<file path="src/rtl/load_store_unit_pkg.sv">
// rtl/load_store_unit_pkg.sv - funct3 codes, LSU state encodings and access legality check
package load_store_unit_pkg;

   localparam logic [2:0] F3_LB  = 3'b000;
   localparam logic [2:0] F3_LH  = 3'b001;
   localparam logic [2:0] F3_LW  = 3'b010;
   localparam logic [2:0] F3_LBU = 3'b100;
   localparam logic [2:0] F3_LHU = 3'b101;
   localparam logic [2:0] F3_SB  = 3'b000;
   localparam logic [2:0] F3_SH  = 3'b001;
   localparam logic [2:0] F3_SW  = 3'b010;

   localparam logic [1:0] ST_IDLE  = 2'd0;
   localparam logic [1:0] ST_REQ   = 2'd1;
   localparam logic [1:0] ST_RDATA = 2'd2;
   localparam logic [1:0] ST_RESP  = 2'd3;

   // Exactly one of load/store, a width that direction supports, and natural alignment.
   function automatic logic access_ok(input logic ld, input logic st,
                                      input logic [2:0] f3, input logic [1:0] offset);
      logic legal;
      logic aligned;
      legal = 1'b0;
      if (ld && !st)
         legal = f3 inside {F3_LB, F3_LH, F3_LW, F3_LBU, F3_LHU};
      else if (st && !ld)
         legal = f3 inside {F3_SB, F3_SH, F3_SW};
      case (f3[1:0])
         2'b01:   aligned = ~offset[0];
         2'b10:   aligned = (offset == 2'b00);
         default: aligned = 1'b1;
      endcase
      return legal && aligned;
   endfunction

endpackage

</file>
<file path="src/rtl/lsu_align.sv">
// rtl/lsu_align.sv - store byte-enable/lane replication and load shift/extend
module lsu_align
   import load_store_unit_pkg::*;
(
   input  logic [2:0]  funct3,
   input  logic [1:0]  offset,
   input  logic [31:0] store_data,
   input  logic [31:0] rdata,
   output logic [3:0]  byte_en,
   output logic [31:0] wdata,
   output logic [31:0] ldata
);

   logic [31:0] shifted;

   always_comb begin
      byte_en = 4'b0000;
      wdata   = 32'd0;
      ldata   = 32'd0;
      shifted = rdata >> {offset, 3'b000};

      case (funct3)
         F3_SB: begin
            byte_en = 4'b0001 << offset;
            wdata   = {4{store_data[7:0]}};
         end
         F3_SH: begin
            byte_en = 4'b0011 << offset;
            wdata   = {2{store_data[15:0]}};
         end
         default: begin
            byte_en = 4'b1111;
            wdata   = store_data;
         end
      endcase

      case (funct3)
         F3_LB:   ldata = {{24{shifted[7]}}, shifted[7:0]};
         F3_LH:   ldata = {{16{shifted[15]}}, shifted[15:0]};
         F3_LBU:  ldata = {24'd0, shifted[7:0]};
         F3_LHU:  ldata = {16'd0, shifted[15:0]};
         default: ldata = shifted;
      endcase
   end

endmodule

</file>
<file path="src/rtl/load_store_unit.sv">
// rtl/load_store_unit.sv - single-outstanding load/store unit with req/gnt/rvalid memory port
module load_store_unit
   import load_store_unit_pkg::*;
#(
   parameter int data_width = 32,
   parameter int addr_width = 32
) (
   input  logic                  clk,
   input  logic                  rst_n,
   input  logic                  req_valid,
   output logic                  req_ready,
   input  logic                  is_load,
   input  logic                  is_store,
   input  logic [2:0]            funct3,
   input  logic [addr_width-1:0] addr,
   input  logic [data_width-1:0] store_data,
   output logic                  resp_valid,
   output logic [data_width-1:0] load_data,
   output logic                  fault,
   output logic                  mem_req,
   output logic [3:0]            mem_we,
   output logic [addr_width-1:0] mem_addr,
   output logic [data_width-1:0] mem_wdata,
   input  logic                  mem_gnt,
   input  logic                  mem_rvalid,
   input  logic [data_width-1:0] mem_rdata
);

   logic [1:0]  state;
   logic        lat_load;
   logic [2:0]  lat_funct3;
   logic [1:0]  lat_offset;
   logic [2:0]  sel_funct3;
   logic [1:0]  sel_offset;
   logic [3:0]  byte_en;
   logic [31:0] wdata_rep;
   logic [31:0] ldata_ext;
   logic        accept;
   logic        ok;

   assign req_ready = (state == ST_IDLE);
   assign accept    = req_valid && req_ready;
   assign ok        = access_ok(is_load, is_store, funct3, addr[1:0]);

   // The aligner sees live inputs while idle (store setup) and latched ones afterwards (load extend).
   assign sel_funct3 = (state == ST_IDLE) ? funct3 : lat_funct3;
   assign sel_offset = (state == ST_IDLE) ? addr[1:0] : lat_offset;

   lsu_align u_align (
      .funct3     (sel_funct3),
      .offset     (sel_offset),
      .store_data (store_data),
      .rdata      (mem_rdata),
      .byte_en    (byte_en),
      .wdata      (wdata_rep),
      .ldata      (ldata_ext)
   );

   always_ff @(posedge clk) begin
      if (!rst_n) begin
         state      <= ST_IDLE;
         lat_load   <= 1'b0;
         lat_funct3 <= 3'b000;
         lat_offset <= 2'b00;
         resp_valid <= 1'b0;
         load_data  <= '0;
         fault      <= 1'b0;
         mem_req    <= 1'b0;
         mem_we     <= 4'b0000;
         mem_addr   <= '0;
         mem_wdata  <= '0;
      end else begin
         resp_valid <= 1'b0;
         case (state)
            ST_IDLE: begin
               if (accept) begin
                  lat_load   <= is_load;
                  lat_funct3 <= funct3;
                  lat_offset <= addr[1:0];
                  load_data  <= '0;
                  fault      <= !ok;
                  if (ok) begin
                     state     <= ST_REQ;
                     mem_req   <= 1'b1;
                     mem_addr  <= {addr[addr_width-1:2], 2'b00};
                     mem_we    <= is_store ? byte_en : 4'b0000;
                     mem_wdata <= wdata_rep;
                  end else begin
                     state      <= ST_RESP;
                     resp_valid <= 1'b1;
                  end
               end
            end
            ST_REQ: begin
               if (mem_gnt) begin
                  mem_req <= 1'b0;
                  if (lat_load) begin
                     state <= ST_RDATA;
                  end else begin
                     state      <= ST_RESP;
                     resp_valid <= 1'b1;
                  end
               end
            end
            ST_RDATA: begin
               if (mem_rvalid) begin
                  load_data  <= ldata_ext;
                  state      <= ST_RESP;
                  resp_valid <= 1'b1;
               end
            end
            default: state <= ST_IDLE;
         endcase
      end
   end

endmodule
</file>
<file path="config.mk">
export PLATFORM = sky130hd
export DESIGN_NAME = load_store_unit
export DESIGN_NICKNAME = d
export VERILOG_FILES = /design/src/rtl/load_store_unit_pkg.sv /design/src/rtl/lsu_align.sv /design/src/rtl/load_store_unit.sv
export SDC_FILE = /design/constraint.sdc
export NUM_CORES = 1
export LEC_CHECK = 0
export CORE_ASPECT_RATIO = 1.75
export CORE_UTILIZATION = 45
export CTS_BUF_LIST = sky130_fd_sc_hd__clkbuf_16
export CTS_CLUSTER_SIZE = 16
export DETAILED_ROUTE_END_ITERATION = 8
export PLACE_DENSITY_LB_ADDON = 0.08
export SYNTH_ARGS = -nofsm -noshare
export SYNTH_HDL_FRONTEND = slang
export SYNTH_HIERARCHICAL = 1
export SYNTH_SLANG_ARGS = --single-unit
</file>
<file path="constraint.sdc">
create_clock -name clk -period 3.1 [get_ports clk]
set_clock_uncertainty 0.1 [all_clocks]
set_input_delay 0.93 -clock clk [delete_from_list [all_inputs] [get_ports clk]]
set_output_delay 0.93 -clock clk [all_outputs]
set_load 0.01 [all_outputs]
</file>
[Yosys cells after proc, flatten, opt, wreduce, memory -nomap -nowiden]
Index checks and enable logic that the tools add are counted.
Word-level totals
  flip-flop bits (word level): 109
  input bits: 106
  logic and storage cells: 78
Cells by class
  reductions and logical operators: 20
  mux-type cells: 28
  shift operators: 3
  bitwise operators: 1
  eq/ne operators: 15
Operator list (number)
  case mux 32 bit (2 select lines): 2
  case mux 32 bit (4 select lines): 1
  two-way mux 32 bit: 2
  right shift 32 x 5 -> 32 bit: 1
  equality test 3 bit (second input constant): 4
  two-way mux 1 bit: 11
  two-way mux 2 bit: 5
  AND reduction 3 bit: 3
  case mux 4 bit (2 select lines): 1
  equality test 3 x 1 -> 1 bit (second input constant): 2
  logical NOT 3 bit: 2
  case mux 2 bit (3 select lines): 1
  nonzero test 5 bit: 1
  equality test 2 x 1 -> 1 bit (second input constant): 2
  equality test 2 bit (second input constant): 2
  logical AND 1 bit: 4
  logical NOT 2 bit: 2
  two-way mux 4 bit: 1
  inequality test 2 x 1 -> 1 bit (second input constant): 2
  inequality test 2 bit (second input constant): 2
  case mux 1 bit (2 select lines): 2
  AND reduction 4 bit: 1
  nonzero test 2 bit: 2
  << shifter 1 x 2 -> 4 bit (first input constant): 1
  8 further kinds: 10

[Longest topological paths before layout]
Gate-level depths: netlist (run 1).
  depth after elaboration: 8
  mapped depth: 12
  depth with buffers taken out: 9

[Modules after synthesis]
The synthesis (run 1) kept the hierarchy.
Modules (own cells, without submodules)
  load_store_unit: area each 4286.6 µm², cells an instance 497, times used 1
  lsu_align: area each 1206.2 µm², cells an instance 177, times used 1

[Worst setup path before layout (run 1)]
Ideal clock, no wire load.
  path type: input to register
  from: input port addr[1]
  to: register load_data[19]
  data arrival time: 2.255 ns
  buffers on the path: 2
  slack: 0.617 ns
  setup time: 0.128 ns
  stages: 8
  path through: mux2_2 > clkbuf_2 > or3_1 > o2111ai_2 > buf_6 > o21ai_2 > a22oi_1 > nor2_1
Between the ends
  longest elaborated chain between the ends: 5
RTL lines
  start: declaration: RTL line load_store_unit.sv:15  | input logic [addr_width-1:0] addr,
  two-way mux 2 bit: RTL line load_store_unit.sv:47  | assign sel_offset = (state == ST_IDLE) ? addr[1:0] : lat_offset;
  right shift 32 x 5 -> 32 bit: RTL line lsu_align.sv:20  | shifted = rdata >> {offset, 3'b000};
  case mux 32 bit (4 select lines): RTL line lsu_align.sv:37  | case (funct3)
  via ldata_ext[19]: RTL line load_store_unit.sv:37  | logic [31:0] ldata_ext;
  two-way mux 32 bit: RTL line load_store_unit.sv:106  | if (mem_rvalid) begin
  case mux 32 bit (2 select lines): RTL line load_store_unit.sv:74  | case (state)
  end signal: assignment: RTL line load_store_unit.sv:107  | load_data <= ldata_ext;
  end: declaration: RTL line load_store_unit.sv:18  | output logic [data_width-1:0] load_data,
The timed path passes the listed nets, and every way through them passes these cells. The select of a mux whose other input is x is not followed.
A chain may end at the register's enable or synchronous reset.

[Worst setup path after layout (run 1)]
  from: input port addr[0]
  to: register load_data[23]
Between the ends
  longest elaborated chain between the ends: 5
RTL lines
  two-way mux 2 bit: RTL line load_store_unit.sv:47
  via sel_offset[0]: RTL line load_store_unit.sv:34  | logic [1:0] sel_offset;
  right shift 32 x 5 -> 32 bit: RTL line lsu_align.sv:20
  case mux 32 bit (4 select lines): RTL line lsu_align.sv:37
  via ldata_ext[23]: RTL line load_store_unit.sv:37
  two-way mux 32 bit: RTL line load_store_unit.sv:106
  case mux 32 bit (2 select lines): RTL line load_store_unit.sv:74
The timed path passes the listed nets, and every way through them passes these cells. The select of a mux whose other input is x is not followed.

==> results_dict.tcl, run 1 <==
set metrics [dict create \
    finalHoldViolations 0 \
    fmax_mhz 342 \
    grt_max_degree 67 \
    worst-setup-path-type "primary input to flip-flop" \
    path_clk_slew_ps 70 \
    post_cts_resized 0 \
    most-common-layout-cells "207 x clkdlybuf4s50_1, 109 x dfxtp_1, 90 x a21oi_1, 75 x o21ai_0, 65 x nand3_1" \
    maxSlewViolCount 0 \
    io_pins 210 \
    core_area_sq_um 11900 \
    dr.pass1.iters 5 \
    cp_data_arrival_time_ps 3050 \
    grt.overflow.total 0 \
    crit_fanout 12 \
    vdd_drop_max_mv 0.365 \
    post_cts_buffers 0 \
    grt.total_usage_pct 26.5 \
    critPathLaunchType "primary input" \
    clockRootBuffer "clkbuf_16" \
    powerDensity_nw_per_um2 636 \
    min_path_type "flip-flop to flip-flop" \
    cp-end-kind "flip-flop" \
    p_leak_nw 2.90 \
    gp_congestion 0.950 \
    synth-async-reset-ratio_pct 0 \
    status "finished clean" \
    dp_slack_ps -133 \
    cts_buffers 9 \
    dieArea_sq_um 12700 \
    antenna_cells 0 \
    drv_cap 0 \
    cts_tree "yes" \
    ys_ff_latch 109 \
    drt_iter0_markers 257 \
    clk_path_buf_depth 2 \
    layout_setup_ws_ps 176 \
    drc 0 \
    drtAntennaViolNets 0 \
    drive_above_1_share_pct 11.1 \
    grt_pass1_vias 5535 \
    wl_per_cell_um 17.2 \
    synth_ff_type "dfxtp_1" \
    synthToLayoutAreaGrowth_pct 47.6 \
    fp.dieH_um 148 \
    die_w_um 85.5 \
    layout_commonest_cell "clkdlybuf4s50_1" \
    synth_edf_count 0 \
    period_minus_slack_ps 2920 \
    insertion_delay_ps 340 \
    num_rows 53 \
    synth_warnings 6 \
    avgSynthCellArea_sq_um 8.15 \
    postLayoutCoreUtil_pct 67.9 \
    vias 5708 \
    yosysSeqAreaShare_pct 39.7 \
    grt_pass1_wl_um 26700 \
    start_util_pct 46.0 \
    cts_sinks 109 \
    viasPerCell 5.66 \
    wirelength_um 17400 \
    htree_num_levels 3 \
    cts_hold_buf 0 \
    rsz0062_at_grt "no" \
    ys_types 46 \
    hpwl_um 12800 \
    port_buffers 207 \
    nNetsFinal 981 \
    fin_crit_sh_pct 94.3 \
    setup_viol 0 \
    worstPathRequired_ps 3220 \
    antenna_found_initial 0 \
    syn_area_sq_um 5490 \
    synthCells 674 \
]
[cell families after synthesis]
group | after synthesis | synth area share (%)
flops | 109 | 39.7
xor+xnor | 1 | 0.159
compound gates | 234 | 24.9
other cells | 1 | 0.0683
simple gates | 192 | 16.4
fa+ha+maj | 7 | 1.59
mux | 48 | 9.23
buf+inv | 82 | 7.95
[worst max-delay path, cell delays in order]
cell and delay, ps:
clkdlybuf4s50_1 510, mux2_2 290, mux2i_1 360, a21oi_1 150, o2111ai_2 210, buf_4 210, o21ai_0 120, a22oi_1 210
nor2_1 60
[per-layer routing]
layer / track usage [%] / part of all wire (%)
met1: 27.1 / 36
met2: 49.8 / 54
met3: 5.27 / 6.1
met4: 13.9 / 4.0
met5: 0 / 0
[synthesized netlist by cell type (all sizes together) (2+ instances only)]
master,instances,area (sq um)
dfxtp,109,2180
a21oi,90,450
o21ai,83,423
nand3,65,325
nor2,62,235
buf,49,312
nand2,34,128
a22oi,32,240
mux2i,27,270
clkbuf,25,95.1
mux2,21,236
a211oi,16,120
nor2b,11,68.8
inv,8,30.0
ha,7,87.6
nand2b,5,38.8
and2,4,25.0
nand4,4,25.0
o2111ai,3,32.5
nor3,2,15.0
o211ai,2,15.0
or3,2,12.5
[registers in the layout, indices dropped and copies added (netlist names)]
register and cells:
mem_addr 30, lat_load 1, mem_we 4, lat_funct3 3, mem_req 1, state 2, load_data 32, lat_offset 2
resp_valid 1, mem_wdata 32, fault 1
[power breakdown]
group          total (W)  switching, W  leakage [nW]  internal (W)
Clock            0.00119      0.000497         0.150      0.000697
Sequential       0.00156     0.0000594         0.881       0.00150
Combinational    0.00240       0.00130          1.87       0.00109
[path summary, 6_finish.rpt]
kind	startpoint	slack (ps)	end	depth (start not counted)
setup / recovery	addr[0]	180	load_data[23]$_SDFFE_PN0P_	9
hold / removal	lat_funct3[0]$_SDFFE_PN0P_	350	lat_funct3[0]$_SDFFE_PN0P_	2
setup reg to reg	state[0]$_SDFFE_PN0P_	370	load_data[23]$_SDFFE_PN0P_	10
hold reg to reg	lat_funct3[0]$_SDFFE_PN0P_	350	lat_funct3[0]$_SDFFE_PN0P_	2
[through the flow]
step,hold slack (ps),cells,power (W),setup TNS [ps],area [sq um]
after floorplan,334,675,0.00307,0,5500
after global placement,340,994,0.00392,-391,7800
final,353,1009,0.00515,0,8110
after CTS,357,1009,0.00517,0,8110
after detailed placement,348,994,0.00396,-1740,7800
after global routing,384,1009,0.00541,0,8110
[area by class of cell]
type	instances	area, sq um
clock buffers	9	225
clock inverters	6	80.1
fillers	983	3830
inverters	8	31.3
multi-input cells	484	2890
flip-flops and latches	109	2180
well taps	137	171
repair buffers	256	2530
No activity file was read; power rests on OpenSTA's default activity.
==> run 2: changes to the inputs <==
Settings changed: CORE_UTILIZATION 45 to 43, SYNTH_HIERARCHICAL 1 to unset.
==> run 2 against run 1 <==
The run now ends with design-rule violations left. Critical endpoint is now req_ready. Global-route usage up 0.80 points. Register-to-register slack better by 110 ps. Power up 1.0%. First-iteration DRC count up 1.6%. Wire length down 3.8%. Core utilization up 0.079 points. Synthesized area down 7.4%. Highest routed layer unchanged. Largest power group unchanged. Die area down 3.0%. Synthesized cell count down 8.2%.
==> results_dict.tcl, run 2 <==
set metrics [dict create \
    status "complete, but fails checks" \
    violations "design-rule violations" \
    slew_headroom_pct 40.9 \
    grt_pass1_vias 5402 \
    post-synth-top-area-cell "dfxtp_1" \
    grt.total_usage_pct 27.3 \
    synth-async-reset-ratio_pct 0 \
    start_util_pct 44.2 \
    die_w_um 84.2 \
    clk_path_buf_depth 2 \
    setup_viol 0 \
    finalHoldViolations 0 \
    powerDensity_nw_per_um2 665 \
    post_cts_buffers 0 \
    antenna_found_initial 0 \
    avgSynthCellArea_sq_um 8.22 \
    rsz0062_at_grt "no" \
    dieArea_sq_um 12300 \
    cts_tree "yes" \
    min_path_type "flip-flop to flip-flop" \
    worstHoldEndpoint "mem_we[1]$_SDFFE_PN0P_" \
    yosysTopAreaCellShare_pct 42.9 \
    syn_area_sq_um 5090 \
    synthTopCellsByArea "dfxtp_1 43%, nand2_1 12%, a21oi_1 6.9%, mux2i_1 6.3%, nor2_1 3.0%" \
    critPathLaunchType "flip-flop" \
    r2r_slack_ps 480 \
    r2r-start "state[1]$_SDFFE_PN0P_" \
    cts_buffers 9 \
    synth_edf_count 0 \
    num_rows 52 \
    vias 5326 \
    r2r_end "load_data[24]$_SDFFE_PN0P_" \
    ys_ff_latch 109 \
    htree_num_levels 3 \
    worst-setup-path-type "flip-flop to output port" \
    dr.pass1.iters 7 \
    core_area_sq_um 11500 \
    dp_slack_ps -60.6 \
    maxSlewViolCount 0 \
    worstMarginPinSlew_ps 879 \
    drv_cap 0 \
    drtAntennaViolNets 0 \
    crit_fanout 17 \
    fin_crit_sh_pct 92.9 \
    min_path_cells 2 \
    grt.overflow.total 0 \
    regArea_sq_um 2180 \
    viasPerCell 5.49 \
    drc 38 \
    fp.dieH_um 146 \
    cp-end-kind "output port" \
    insertion_delay_ps 350 \
    hp-start "mem_we[1]$_SDFFE_PN0P_" \
    synthToLayoutAreaGrowth_pct 53.9 \
    layout_commonest_cell "clkdlybuf4s50_1" \
    nNetsFinal 943 \
    synth_common_cells "159 x nand2_1, 109 x dfxtp_1, 70 x a21oi_1" \
    grt_max_degree 54 \
    drt_iter0_markers 261 \
    path_clk_slew_ps 80 \
    drive_above_1_share_pct 8.98 \
    io_pins 210 \
    vdd_drop_max_mv 0.519 \
    clockRootBuffer "clkbuf_16" \
    yosysMostFrequentCell "nand2_1" \
    synth_ff_type "dfxtp_1" \
    wl_per_cell_um 17.3 \
    p_leak_nw 2.97 \
    antenna_cells 0 \
    cts_hold_buf 0 \
    gp_congestion 0.910 \
    top_regs "load_data x32, mem_wdata x32, mem_addr x30" \
    port_buffers 207 \
    most-common-layout-cells "207 x clkdlybuf4s50_1, 159 x nand2_1, 109 x dfxtp_1, 70 x a21oi_1, 40 x nor2_1" \
    cts_sinks 109 \
    startpoint "state[1]$_SDFFE_PN0P_" \
    ys_types 48 \
    synth_warnings 0 \
    layout_setup_ws_ps 220 \
    synthCells 619 \
    period_minus_slack_ps 2880 \
    power.total_w 0.00521 \
    fmax_mhz 347 \
    wirelength_um 16700 \
    yosysSeqAreaShare_pct 42.9 \
    hpwl_um 12900 \
    worstPathRequired_ps 2070 \
    cp_data_arrival_time_ps 1850 \
    nFillCells 980 \
    multi_input_area_sq_um 2660 \
    r2r_cells 7 \
    grt_pass1_wl_um 26200 \
]
run 2: changes by cell type after synthesis, sizes merged, moves of 9 or more:
cell,delta
nor2b,-10
nand2,+125
nor2,-22
clkbuf,+9
o211ai,+11
buf,-34
mux2,-17
o21ai,-76
a311oi,+15
a21oi,-19
nand3,-47
a22oi,-29
run 2: per-stage QoR:
step	hold WS, ps	setup TNS, ps	util (%)	instance area (sq um)	std cells
2_1_floorplan	340	0	-	5090	620
3_3_place_gp	339	0	65.3	7520	954
3_5_place_dp	345	-1150	65.3	7520	954
4_1_cts	355	0	67.9	7830	970
5_1_grt	377	0	68.0	7830	970
6_report	353	0	68.0	7830	970
run 2: cell families after synthesis:
kind of cell    after synthesis  synth area share, %
mux                          39                 8.31
other cells                   1               0.0737
compound gates              160                 22.0
flops                       109                 42.9
buf+inv                      59                 5.16
simple gates                244                 19.8
fa+ha+maj                     7                 1.72
run 2: timing repair:
action                                  4_1_cts  5_1_grt
endpoints found under the setup margin        1        1
gates resized for setup                       1        2
cloned                                        0        0
run 2: power by group:
part | internal [W] | switching [W]
logic | 0.00110 | 0.00132
registers | 0.00151 | 0.0000794
clock network | 0.000640 | 0.000561
run 2: layout make-up:
cell class	instances	area share, %
clock buffers	9	2.88
clock inverters	7	1.04
inverters	10	0.479
multi-input cells	452	33.9
flip-flops and latches	109	27.9
well taps	135	2.16
repair buffers	248	31.7
run 2: how the worst max path moves through the flow:
| stage | depth (start not counted) | slack (ps) | to |
|---|---|---|---|
| after floorplan | 8 | 190 | load_data[16]$_SDFFE_PN0P_ |
| after global placement | 5 | 10 | mem_wdata[14]$_SDFFE_PN0P_ |
| after detailed placement | 9 | -60 | mem_addr[30]$_SDFFE_PN0P_ |
| after CTS | 3 | 210 | req_ready |
| after global routing | 9 | 100 | mem_addr[18]$_SDFFE_PN0P_ |
| final | 3 | 220 | req_ready |
run 2: layer usage:
layer  wire [um]  up-vias  track usage [%]
met4         782        0             15.2
met2        9050      215             52.3
li1            -     2593                -
met1        5830     2472             26.6
met5           0        -                0
met3        1080       46             5.73
run 2: worst max-delay path: stages, from the launching register on:
cell	delay, ps
dfxtp_1	340
inv_1	110
ha_2	440
clkdlybuf4s50_1	610
==> run 3: changes to the inputs <==
Settings changed: HOLD_SLACK_MARGIN set to 0.15.
==> results of run 3 <==
No change in the layout: final DEF, timing and power equal those of run 2.
